--- config.mk ---
export PLATFORM = sky130hd
export DESIGN_NAME = arena_tick_engine
export DESIGN_NICKNAME = d
export VERILOG_FILES = /design/src/rtl/arena_tick_engine.sv
export SDC_FILE = /design/constraint.sdc
export NUM_CORES = 1
export LEC_CHECK = 0
export BUFFER_PORTS_ARGS = -buffer_cell sky130_fd_sc_hd__buf_2
export CAP_MARGIN = 20
export CORE_UTILIZATION = 55
export CTS_CLUSTER_DIAMETER = 150
export DETAILED_ROUTE_END_ITERATION = 12
export PLACE_DENSITY_LB_ADDON = 0.08
export SLEW_MARGIN = 20
export SYNTH_ARGS = -nofsm -noshare
export SYNTH_HDL_FRONTEND = slang
export SYNTH_SLANG_ARGS = --single-unit
--- constraint.sdc ---
create_clock -name CLOCK_50 -period 5.4 [get_ports CLOCK_50]
set_clock_uncertainty 0.1 [all_clocks]
set_input_delay 0.54 -clock CLOCK_50 [delete_from_list [all_inputs] [get_ports CLOCK_50]]
set_output_delay 0.54 -clock CLOCK_50 [all_outputs]
set_load 0.02 [all_outputs]
--- src/rtl/arena_tick_engine.sv ---
// Per-tick board update engine for the light-cycle game: reads each player's target cell,
// resolves deaths, writes trails/collision marks back to the board RAM and can wipe the board.
module arena_tick_engine #(
  parameter int NUM_PLAYERS = 4,
  parameter int X_BITS      = 8,
  parameter int Y_BITS      = 7,
  parameter int X_MAX       = 160,
  parameter int Y_MAX       = 120,
  parameter int COLOR_BITS  = 3,
  parameter int WRAP_MODE   = 0
) (
  input  logic                                    CLOCK_50,
  input  logic                                    reset,
  input  logic                                    tick,
  input  logic                                    clear_req,
  input  logic [NUM_PLAYERS*(X_BITS+Y_BITS)-1:0] pos_in,
  input  logic [COLOR_BITS-1:0]                   ram_rdata,
  output logic [X_BITS+Y_BITS-1:0]                ram_addr,
  output logic [COLOR_BITS-1:0]                   ram_wdata,
  output logic                                    ram_wren,
  output logic [NUM_PLAYERS-1:0]                  alive_out,
  output logic                                    busy,
  output logic                                    draw_start,
  output logic                                    game_over,
  output logic                                    overrun
);

  localparam int PW = X_BITS + Y_BITS;
  localparam int AW = X_BITS + Y_BITS;
  localparam int CW = AW + 1;

  typedef enum logic [2:0] {
    S_IDLE  = 3'd0,
    S_READ  = 3'd1,
    S_CHECK = 3'd2,
    S_WRITE = 3'd3,
    S_DONE  = 3'd4,
    S_CLEAR = 3'd5
  } state_t;

  state_t                  state_r, state_s;
  logic [CW-1:0]           cnt_r, cnt_s;
  logic [AW-1:0]           ram_addr_r, ram_addr_s;
  logic [COLOR_BITS-1:0]   ram_wdata_r, ram_wdata_s;
  logic                    ram_wren_r, ram_wren_s;
  logic [NUM_PLAYERS-1:0]  alive_r, alive_s;
  logic                    busy_r, busy_s, draw_r, draw_s;
  logic                    game_over_r, game_over_s, overrun_r, overrun_s;
  logic [PW-1:0]           pos_r [NUM_PLAYERS];
  logic [COLOR_BITS-1:0]   occ_r [NUM_PLAYERS];
  logic [NUM_PLAYERS-1:0]  mask_r;
  logic [PW-1:0]           latch_s [NUM_PLAYERS];
  logic [NUM_PLAYERS-1:0]  hit_mask_s, mask_use_s;
  logic [CW-1:0]           tgt_s;
  logic [PW-1:0]           sel_pos_s;
  logic                    sel_alive_s, sel_surv_s, wr_en_s;
  logic [COLOR_BITS-1:0]   sel_color_s, wr_data_s;

  function automatic logic [PW-1:0] fold_pos(input logic [PW-1:0] p);
    logic [X_BITS-1:0] x;
    logic [Y_BITS-1:0] y;
    x = p[PW-1:Y_BITS];
    y = p[Y_BITS-1:0];
    if (x == {X_BITS{1'b1}}) x = X_BITS'(X_MAX - 1);
    else if (x >= X_BITS'(X_MAX)) x = '0;
    else x = x;
    if (y == {Y_BITS{1'b1}}) y = Y_BITS'(Y_MAX - 1);
    else if (y >= Y_BITS'(Y_MAX)) y = '0;
    else y = y;
    return {x, y};
  endfunction

  function automatic logic in_bounds(input logic [PW-1:0] p);
    return (p[PW-1:Y_BITS] < X_BITS'(X_MAX)) && (p[Y_BITS-1:0] < Y_BITS'(Y_MAX));
  endfunction

  function automatic int unsigned popcnt(input logic [NUM_PLAYERS-1:0] v);
    int unsigned n;
    n = 0;
    for (int i = 0; i < NUM_PLAYERS; i++) n = n + {31'd0, v[i]};
    return n;
  endfunction

  // Incoming positions, folded to the opposite edge in wrap mode.
  always_comb begin
    for (int i = 0; i < NUM_PLAYERS; i++) begin
      latch_s[i] = (WRAP_MODE != 0) ? fold_pos(pos_in[i*PW +: PW]) : pos_in[i*PW +: PW];
    end
  end

  // Death resolution: trail hit, head-on with another live player, or off the arena.
  always_comb begin : resolve
    logic hit;
    hit_mask_s = '0;
    for (int i = 0; i < NUM_PLAYERS; i++) begin
      hit = (occ_r[i] != '0);
      for (int j = 0; j < NUM_PLAYERS; j++) begin
        hit = hit | ((j != i) && alive_r[j] && (pos_r[j] == pos_r[i]));
      end
      hit = hit | ((WRAP_MODE == 0) && !in_bounds(pos_r[i]));
      hit_mask_s[i] = alive_r[i] & ~hit;
    end
  end

  // Selects the player whose address/write is presented on the next cycle.
  always_comb begin
    tgt_s       = (state_r == S_CHECK) ? '0 : cnt_r + CW'(1);
    mask_use_s  = (state_r == S_CHECK) ? hit_mask_s : mask_r;
    sel_pos_s   = '0;
    sel_alive_s = 1'b0;
    sel_surv_s  = 1'b0;
    sel_color_s = '0;
    for (int i = 0; i < NUM_PLAYERS; i++) begin
      sel_pos_s   = (tgt_s == CW'(i)) ? pos_r[i]            : sel_pos_s;
      sel_alive_s = (tgt_s == CW'(i)) ? alive_r[i]          : sel_alive_s;
      sel_surv_s  = (tgt_s == CW'(i)) ? mask_use_s[i]       : sel_surv_s;
      sel_color_s = (tgt_s == CW'(i)) ? COLOR_BITS'(i + 1)  : sel_color_s;
    end
    // Off-arena deaths leave no mark; dead-at-latch players never write.
    wr_en_s   = sel_alive_s & (sel_surv_s | in_bounds(sel_pos_s));
    wr_data_s = sel_surv_s ? sel_color_s : {COLOR_BITS{1'b1}};
  end

  // Next-state and next-output logic.
  always_comb begin
    state_s     = state_r;
    cnt_s       = cnt_r;
    ram_addr_s  = ram_addr_r;
    ram_wdata_s = ram_wdata_r;
    ram_wren_s  = 1'b0;
    alive_s     = alive_r;
    draw_s      = 1'b0;
    game_over_s = game_over_r;
    overrun_s   = overrun_r | (tick & (state_r != S_IDLE));
    case (state_r)
      S_IDLE: begin
        if (clear_req) begin
          state_s     = S_CLEAR;
          cnt_s       = '0;
          ram_addr_s  = '0;
          ram_wdata_s = '0;
          ram_wren_s  = 1'b1;
        end else if (tick) begin
          state_s    = S_READ;
          cnt_s      = '0;
          ram_addr_s = latch_s[0];
        end else begin
          state_s = S_IDLE;
        end
      end
      S_READ: begin
        ram_addr_s = sel_pos_s;
        if (cnt_r == CW'(NUM_PLAYERS)) begin
          state_s = S_CHECK;
          cnt_s   = '0;
        end else begin
          cnt_s = cnt_r + CW'(1);
        end
      end
      S_CHECK: begin
        state_s     = S_WRITE;
        cnt_s       = '0;
        ram_addr_s  = sel_pos_s;
        ram_wdata_s = wr_data_s;
        ram_wren_s  = wr_en_s;
      end
      S_WRITE: begin
        if (cnt_r == CW'(NUM_PLAYERS - 1)) begin
          state_s     = S_DONE;
          alive_s     = mask_r;
          draw_s      = 1'b1;
          game_over_s = game_over_r | (popcnt(mask_r) <= 32'd1);
        end else begin
          cnt_s       = cnt_r + CW'(1);
          ram_addr_s  = sel_pos_s;
          ram_wdata_s = wr_data_s;
          ram_wren_s  = wr_en_s;
        end
      end
      S_DONE: begin
        state_s = S_IDLE;
      end
      S_CLEAR: begin
        if (cnt_r == {1'b0, {AW{1'b1}}}) begin
          state_s     = S_DONE;
          alive_s     = '1;
          game_over_s = 1'b0;
          overrun_s   = 1'b0;
          draw_s      = 1'b1;
        end else begin
          cnt_s       = cnt_r + CW'(1);
          ram_addr_s  = cnt_s[AW-1:0];
          ram_wdata_s = '0;
          ram_wren_s  = 1'b1;
        end
      end
      default: begin
        state_s = S_IDLE;
      end
    endcase
    busy_s = (state_s != S_IDLE);
  end

  // Control state and registered outputs.
  always_ff @(posedge CLOCK_50 or posedge reset) begin
    if (reset) begin
      state_r     <= S_IDLE;
      cnt_r       <= '0;
      ram_addr_r  <= '0;
      ram_wdata_r <= '0;
      ram_wren_r  <= 1'b0;
      alive_r     <= '1;
      busy_r      <= 1'b0;
      draw_r      <= 1'b0;
      game_over_r <= 1'b0;
      overrun_r   <= 1'b0;
    end else begin
      state_r     <= state_s;
      cnt_r       <= cnt_s;
      ram_addr_r  <= ram_addr_s;
      ram_wdata_r <= ram_wdata_s;
      ram_wren_r  <= ram_wren_s;
      alive_r     <= alive_s;
      busy_r      <= busy_s;
      draw_r      <= draw_s;
      game_over_r <= game_over_s;
      overrun_r   <= overrun_s;
    end
  end

  // Per-player datapath: latched positions, read-back occupancy and the resolved mask.
  always_ff @(posedge CLOCK_50 or posedge reset) begin
    if (reset) begin
      for (int i = 0; i < NUM_PLAYERS; i++) begin
        pos_r[i] <= '0;
        occ_r[i] <= '0;
      end
      mask_r <= '0;
    end else begin
      case (state_r)
        S_IDLE: begin
          for (int i = 0; i < NUM_PLAYERS; i++) begin
            if (tick && !clear_req) pos_r[i] <= latch_s[i];
            else pos_r[i] <= pos_r[i];
          end
        end
        S_READ: begin
          for (int i = 0; i < NUM_PLAYERS; i++) begin
            if (cnt_r == CW'(i + 1)) occ_r[i] <= ram_rdata;
            else occ_r[i] <= occ_r[i];
          end
        end
        S_CHECK: mask_r <= hit_mask_s;
        default: mask_r <= mask_r;
      endcase
    end
  end

  assign ram_addr   = ram_addr_r;
  assign ram_wdata  = ram_wdata_r;
  assign ram_wren   = ram_wren_r;
  assign alive_out  = alive_r;
  assign busy       = busy_r;
  assign draw_start = draw_r;
  assign game_over  = game_over_r;
  assign overrun    = overrun_r;

endmodule

# After elaboration in Yosys (flattened, before gate mapping)
# Cells that the tools add are included.
# totals
output_inout_bits,27
romBits,0
regBits,122
elab_cells,193
inputBits,67
latch_bits,0
mem_bits_rw,0
mem_count,0
# op_classes
mux,55
n_mul,0
magnitude_cmp,11
eq_ne,30
bitwise_logic,29
div_mod_pow,0
add_sub_neg,4
n_reduce_logical,45
shifts,0
# op_table
operator,n
$eq A15 B15 Y1,12
$mux W15,8
$mux W16,6
$pmux W16 S5,1
$eq A16 B2 Y1 const B,4
$pmux W15 S4,1
$lt A8 B8 Y1 const B,5
$lt A7 B7 Y1 const B,5
$eq A16 B1 Y1 const B,2
$mux W3,9
$mux W1,19
$or A1 B1 Y1,19
$logic_and A1 B1 Y1,18
$reduce_bool A3 Y1,6
$add A16 B1 Y16 const B,1
$eq A16 B15 Y1 const B,1
$eq A16 B3 Y1 const B,1
$logic_not A16 Y1,1
$pmux W3 S5,1
$mux W4,3
$pmux W3 S4,1
$reduce_and A4 Y1,3
$ne A2 B2 Y1 const B,5
$reduce_and A2 Y1,5
other kinds (21),37

# Logic depth before layout (Yosys ltp)
# Gate-level depths: netlist (run 1).
# depth
word_depth,17
mapped_depth,12
depth_no_buf,10

# Least setup slack after synthesis (run 1)
# No wires, ideal clock.
# synth_path
kind,register -> register
from,register cnt_r[1]
to,register ram_wdata_r[2] (netlist: ram_wdata[2])
synth_period_minus_slack_ns,2.944
stages_incl_launch_ff,12
t_arrival_ns,2.723
setup_ns,0.121
path_buffers,2
required_time_ns,5.179
setup_slack_ns,2.456
cell_sequence,dfrtp_1 > ha_1 > nand3_2 > nor4_1 > xor2_1 > or3_1 > buf_2 > or2_1 > buf_6 > nor3b_2 > o31ai_1 > a22o_1
# synth_between
elab_chain_cells,10
elab_cells_between_ends,19
cone_classes,add/sub: 1; eq/ne: 7; mux: 9; reduce/logical: 2
# synth_rtl
item,line_no,rtl
from (decl),42,"logic [CW-1:0] cnt_r, cnt_s;"
from (signal assigned),219,cnt_r <= cnt_s;
$add A16 B1 Y16,107,tgt_s = (state_r == S_CHECK) ? '0 : cnt_r + CW'(1);
$mux W16,107,
$logic_not A16 Y1,116,sel_surv_s = (tgt_s == CW'(i)) ? mask_use_s[i] : sel_surv_s;
$mux W1 (4 in a row),116,
$mux W3,121,wr_data_s = sel_surv_s ? sel_color_s : {COLOR_BITS{1'b1}};
$mux W3,168,if (cnt_r == CW'(NUM_PLAYERS - 1)) begin
$pmux W3 S4,135,case (state_r)
to (signal assigned),221,ram_wdata_r <= ram_wdata_s;
to (decl),44,"logic [COLOR_BITS-1:0] ram_wdata_r, ram_wdata_s;"
# Parallel ways exist; a longest one is shown, timed or not. The select of a mux whose other input is x is not followed.
# A chain may end at the register's enable or synchronous reset.

# Worst setup path after layout (run 1)
# layout_path
from,register cnt_r[0]
to,register cnt_r[7]
# layout_between
elab_chain_cells,3
elab_cells_between_ends,11
cone_classes,add/sub: 1; eq/ne: 5; mux: 4; reduce/logical: 1
# layout_rtl
item,line_no,rtl
$add A16 B1 Y16 (tied with other cells),"157, 174, 191",
$mux W16 (tied with other cells),184,"if (cnt_r == {1'b0, {AW{1'b1}}}) begin"
$pmux W16 S5 / $reduce_and A4 Y1 (equally long branches),n/a,
# Parallel ways exist; a longest one is shown, timed or not. The select of a mux whose other input is x is not followed.

==> metrics.cfg, run 1 <==
[drt]
drtIter0Drc=737
dr.pass1.iters=7
wl_per_cell_um=22.4
drt-total-wl_um=22700
vias=6469
drc=0
ant_nets=0
vias_per_cell=6.39

[layout]
regArea_mm2=0.00306
fin_area_mm2=0.00863
final_layout_size_suffix_gt1_share_pct=27.2
syn_to_final_growth_pct=12.9
fill_cells=1113
antenna-diode-count=0
multi_input_area_mm2=0.00421
nets=896

[critical_path]
worstSetupPathType=flip-flop to flip-flop
crit_chain=ha_1 -> nand3_2 -> or3_1 -> nor4_1 -> o21ai_1 -> nand2_1 -> buf_4 -> o21ai_0 -> o41ai_1
arrival_ns=4.34
crit_slowest_cell=nand2_1
r2r_cells=9
max_stage_delay_ns=0.89
critPathLaunchType=flip-flop
worstPathRequired_ns=5.58
worstPathMaxFanout=32
end_kind=flip-flop

[sta]
worstMarginPinSlew_ns=1.19
setup_viol=0
fmax_mhz=241
hold_ws_ns=0.182
maxSlewHeadroom_pct=20.5
timing.final.max_slew_violations=0
finalSetupTns_ns=0
setup_ws_ns=1.25
period_needed_ns=4.15
rsz0062_at_grt=false
report.final.hold_viol_count=0
period_share_pct=76.9

[power]
power.leakage_nw=3.62
power_density_mw_per_mm2=243
peakVddDrop_uv=217

[status]
outcome=completed

[logic_synthesis]
yosysSeqAreaShare_pct=40.0
syn_area_per_cell_um2=9.72
synth_top_area_share_pct=38.6
syn_nets=858
yosysWarnings=0
synth_seq_cells=122
synth_area_mm2=0.00764
synth_top_area_cell=dfrtp_1
yosysUniqueCellTypes=73
synthCells=786
synth_edf_count=0
ys_async_sr_fraction_pct=100
synth-main-ff-cell=dfrtp_1
synth_area_leaders=dfrtp_1 39%, xnor2_1 12%, mux2_2 11%, clkbuf_1 2.8%, o21ai_0 2.8%

[place]
hpwl_um=16600
numPortBuffers=93
place_congestion=0.935
placed_cell_area_mm2=0.00804
place_ws_ns=1.41

[clock_network]
holdBufCountCts=0
postCtsSetupRepairBufs=0
cts_tree=yes
cts_sinks=122
clk_path_buf_depth=2
post_cts_resized=0
worstSkewPairLatency_ns=0.43
numCtsBuffers=17
clk_pin_slew_worst_paths_ns=0.06
htree_levels=4
root_buffer=clkbuf_16

[global_routing]
first_global_vias=6358
antenna_found_initial=0
grt_pass1_wl_um=35400
grt_max_degree=67
grtUsageTotal_pct=33.1
grt_overflow=0

[job]
maxCapViolations=0

[floorplanning]
io_pins=94
die_h_um=120
rows=42
core_area_mm2=0.0134
fp.dieW_um=120
initial_core_util_pct=57.0
die-area_mm2=0.0144

[worst_hold_path]
holdCritPathClass=input pin to asynchronous set/reset pin

-- per-stage QoR --
step                power, W  cells  utilization, %
floorplan           0.000953    786               -
detailed placement  0.000987    981            60.0
global placement    0.000985    981            60.0
global route         0.00216   1013            64.4
finish               0.00210   1013            64.4
CTS                  0.00211   1013            64.4
-- registers in the layout (all words and copies together) (netlist names) --
signal and count:
alive_out 4, ram_wdata 3, ram_wren 1, cnt_r 16, occ_r 12, overrun 1, pos_r 60, game_over 1
state_r 3, busy 1, ram_addr 15, draw_start 1, mask_r 4
-- layout make-up --
type / count / area share (%)
Tap cell: 176 / 2.55
Clock inverter: 15 / 1.86
Multi-Input combinational cell: 572 / 48.8
Sequential cell: 122 / 35.4
Timing Repair Buffer: 99 / 5.92
Clock buffer: 17 / 4.93
Inverter: 12 / 0.551
-- report_power, final --
part / internal (W) / total, W / switching, W
Sequential: 0.000918 / 0.000920 / 0.00000193
Combinational: 0.0000204 / 0.0000499 / 0.0000295
Clock: 0.000650 / 0.00113 / 0.000477
Total: 0.00159 / 0.00210 / 0.000509
-- synth_stat cells (all sizes together), types with 4 or more instances --
| cell | number |
|---|---|
| a31oi | 4 |
| a22oi | 20 |
| o2bb2ai | 5 |
| a211oi | 7 |
| dfstp | 4 |
| nor3 | 18 |
| o31ai | 8 |
| xnor2 | 103 |
| nand4 | 32 |
| o21ai | 45 |
| mux2i | 7 |
| clkbuf | 59 |
| dfrtp | 118 |
| nor2 | 45 |
| or3 | 5 |
| a22o | 8 |
| ha | 4 |
| a21oi | 29 |
| mux2 | 74 |
| buf | 21 |
| a222oi | 5 |
| nand2 | 44 |
| and3 | 5 |
| nand3 | 23 |
| nor4 | 17 |
| nor4b | 7 |
| a32o | 6 |
| xor2 | 5 |
| inv | 12 |
-- kinds of logic after synthesis --
kind of cell / Yosys count / synth area share (%)
DFF: 122 / 40.0
adders and majority gates: 5 / 0.917
and+or+nand+nor: 214 / 15.2
xor gates and xnor gates: 108 / 12.4
AOI/OAI and AO/OA: 164 / 14.7
buffers and inverters: 92 / 4.99
muxes: 81 / 11.8
-- cell usage in the layout (no fill, tap or decap), drive strengths merged, types with 6 or more instances in the layout --
master | Yosys | final
nor3 | 18 | 18
a32o | 6 | 6
a22oi | 20 | 20
nor2 | 45 | 45
xnor2 | 103 | 103
nand4 | 32 | 32
buf | 21 | 99
a22o | 8 | 8
nor4b | 7 | 7
mux2i | 7 | 7
nand3 | 23 | 23
nand2 | 44 | 44
clkbuf | 59 | 17
dfrtp | 118 | 118
o21ai | 45 | 45
mux2 | 74 | 74
nor4 | 17 | 17
o31ai | 8 | 8
inv | 12 | 19
a21oi | 29 | 29
a211oi | 7 | 7
-- worst max-delay path: cells and delay by family (launching register included) --
kind / cells / cell delay (ns)
adders and majority gates: 1 / 0.54
AOI/OAI and AO/OA: 3 / 0.48
and+or+nand+nor: 4 / 1.98
DFF: 1 / 0.59
buffers and inverters: 1 / 0.31
-- metal layers --
layer / global-route usage, % / share of wire, % / vias up
met5: 0 / 0 / -
met4: 16.4 / 4.1 / 0
met3: 7.60 / 6.7 / 68
met2: 52.9 / 48 / 285
met1: 42.1 / 41 / 3181
li1: - / - / 2935
-- path summary, 6_finish.rpt --
kind | start | to | slack (ns)
hold / removal | reset | ram_addr[7] | 0.18
hold reg to reg | ram_addr[6] | ram_addr[6] | 0.38
min in group CLOCK_50 | pos_in[43] | pos_r[28] | 0.24
setup reg to reg | cnt_r[0] | cnt_r[7] | 1.25
setup / recovery | cnt_r[0] | cnt_r[7] | 1.25
max in group asynchronous | reset | occ_r[6] | 3.82
(Power assumes the default switching activity.)
==> run 2, diff against run 1 <==
--- a/config.mk
+++ b/config.mk
@@ -7,7 +7,7 @@
 export LEC_CHECK = 0
 export BUFFER_PORTS_ARGS = -buffer_cell sky130_fd_sc_hd__buf_2
 export CAP_MARGIN = 20
-export CORE_UTILIZATION = 55
+export CORE_UTILIZATION = 53
 export CTS_CLUSTER_DIAMETER = 150
 export DETAILED_ROUTE_END_ITERATION = 12
 export PLACE_DENSITY_LB_ADDON = 0.08
==> constraint.sdc (replaced) <==
create_clock -name CLOCK_50 -period 3.33 [get_ports CLOCK_50]
set_clock_uncertainty 0.1 [all_clocks]
set_input_delay 0.333 -clock CLOCK_50 [delete_from_list [all_inputs] [get_ports CLOCK_50]]
set_output_delay 0.333 -clock CLOCK_50 [all_outputs]
set_load 0.02 [all_outputs]
==> run 2 against run 1 <==
Compared with the run above:
- maximum frequency grew 33%
- global-route usage grew 1.6 points
- critical endpoint is now ram_addr[3]
- largest cell class unchanged
- register-to-register slack lost 1.0 ns
==> metrics.cfg, run 2 (synthesized netlist as in run 1, its figures left out) <==
[floorplanning]
die_h_um=122
rows=43
fp.dieW_um=122
io_pins=94
core_area_mm2=0.0140
die-area_mm2=0.0149
initial_core_util_pct=54.6

[worst_hold_path]
whs_path_depth=2
min-delay-start=pos_in[32]
whs_endpoint=pos_r[17]
holdCritPathClass=input pin to flip-flop

[sta]
worstMarginPinSlew_ns=0.851
finalSetupTns_ns=0
timing.final.max_slew_violations=0
report.final.hold_viol_count=0
maxSlewHeadroom_pct=42.8
rsz0062_at_grt=false
period_share_pct=93.6
period_needed_ns=3.12
setup_ws_ns=0.213
setup_viol=0
fmax_mhz=321
hold_ws_ns=0.0359

[drt]
vias=6654
wl_met3_um=1590
drtIter0Drc=601
drt-total-wl_um=24200
dr.pass1.iters=5
vias_per_cell=6.37
ant_nets=0
drc=0
top_layer=met4
wl_met2_um=11900
wl_met1_um=9850
wl_per_cell_um=23.2

[global_routing]
antenna_found_initial=0
grt_max_degree=61
grt_overflow=0
grt_pass1_wl_um=37900
first_global_vias=6693
grtUsageTotal_pct=34.7

[layout]
layout_commonest_cell=dfrtp_1
fin_cells=1045
final_layout_size_suffix_gt1_share_pct=29.4
largest_reg_flops=60
multi_input_area_mm2=0.00422
fill_cells=1174
nets=924
largest_register=pos_r
antenna-diode-count=0
final_cell_mix=117 x dfrtp_1, 103 x xnor2_1, 93 x buf_2
regArea_mm2=0.00306
syn_to_final_growth_pct=16.3

[clock_network]
clk_path_buf_depth=2
cts_sinks=122
numCtsBuffers=17
cts_tree=yes
root_buffer=clkbuf_16
clk_pin_slew_worst_paths_ns=0.06
htree_levels=4
postCtsSetupRepairBufs=0
worstSkewPairLatency_ns=0.42

[critical_path]
critPathLaunch=cnt_r[4]
end_kind=flip-flop
worstSetupPathType=flip-flop to flip-flop
worstPathMaxFanout=11
r2r-end=ram_addr[3]
critPathLaunchType=flip-flop
r2r_start=cnt_r[4]
rrSetupSlack_ns=0.21
arrival_ns=3.31
r2r_cells=8
worstPathRequired_ns=3.52

[place]
dp_cells=1011
numPortBuffers=93
place_ws_ns=0.224
hpwl_um=17800
place_congestion=0.941

[status]
outcome=completed

[power]
power_density_mw_per_mm2=379
peakVddDrop_uv=368
power.leakage_nw=3.77

[job]
maxCapViolations=0

-- run 2: cell count changes in the layout (fill, tap and decap cells not counted), sizes merged --
cell,delta
clkinv,+3
bufinv,+1
dlygate4sd3,+1
buf,+27
inv,-8
clkbuf,+4
-- run 2: worst max path at each step --
stage               depth (start not counted)  slack (ns)      endpoint
floorplan                                  11        0.39  ram_wdata[2]
global placement                            8        0.26   ram_addr[3]
detailed placement                          8        0.22   ram_addr[3]
CTS                                         8        0.20   ram_addr[3]
global route                                8       0.008      ram_wren
finish                                      8        0.21   ram_addr[3]
-- run 2: final cells by class --
| type | count | area share, % |
|---|---|---|
| inverter | 12 | 0.549 |
| clock buffer | 21 | 4.95 |
| multi-input combinational | 572 | 47.5 |
| sequential | 122 | 34.4 |
| clock inverter | 11 | 1.39 |
| tap | 180 | 2.53 |
| timing repair buffer | 127 | 8.70 |
-- run 2: where the power goes --
| part | total, W | internal, W | switching, W |
|---|---|---|---|
| Sequential | 0.00149 | 0.00149 | 0.00000314 |
| Clock | 0.00178 | 0.00110 | 0.000686 |
| Combinational | 0.0000899 | 0.0000386 | 0.0000513 |
| Total | 0.00337 | 0.00263 | 0.000741 |
-- run 2: critical path, stage by stage, from the launching register on --
cell and delay [ns]:
dfrtp_1 0.49, nand3_2 0.28, nor4_1 0.40, xor2_1 0.20
or3_1 0.49, or2_1 0.37, mux2i_1 0.17, a221oi_1 0.34
o21ai_0 0.14
-- run 2: timing repair --
action / 4_1_cts / 5_1_grt
hold endpoints to repair: 0 / 11
setup endpoints to repair: 0 / 5
resized for setup: 0 / 4
hold buffers: 0 / 1
-- run 2: metal layers --
metal	up-vias	GRT usage (%)
met4	0	15.3
met5	-	0
met3	57	6.88
li1	2985	-
met1	3304	44.1
met2	308	57.1
-- run 2: per-stage QoR --
stage / power [W] / area [um2] / utilization [%]
after floorplan: 0.00155 / 7650 / -
after global placement: 0.00160 / 8280 / 59.2
after detailed placement: 0.00161 / 8280 / 59.2
after CTS: 0.00338 / 8850 / 63.2
after global routing: 0.00347 / 8890 / 63.6
final: 0.00337 / 8890 / 63.6
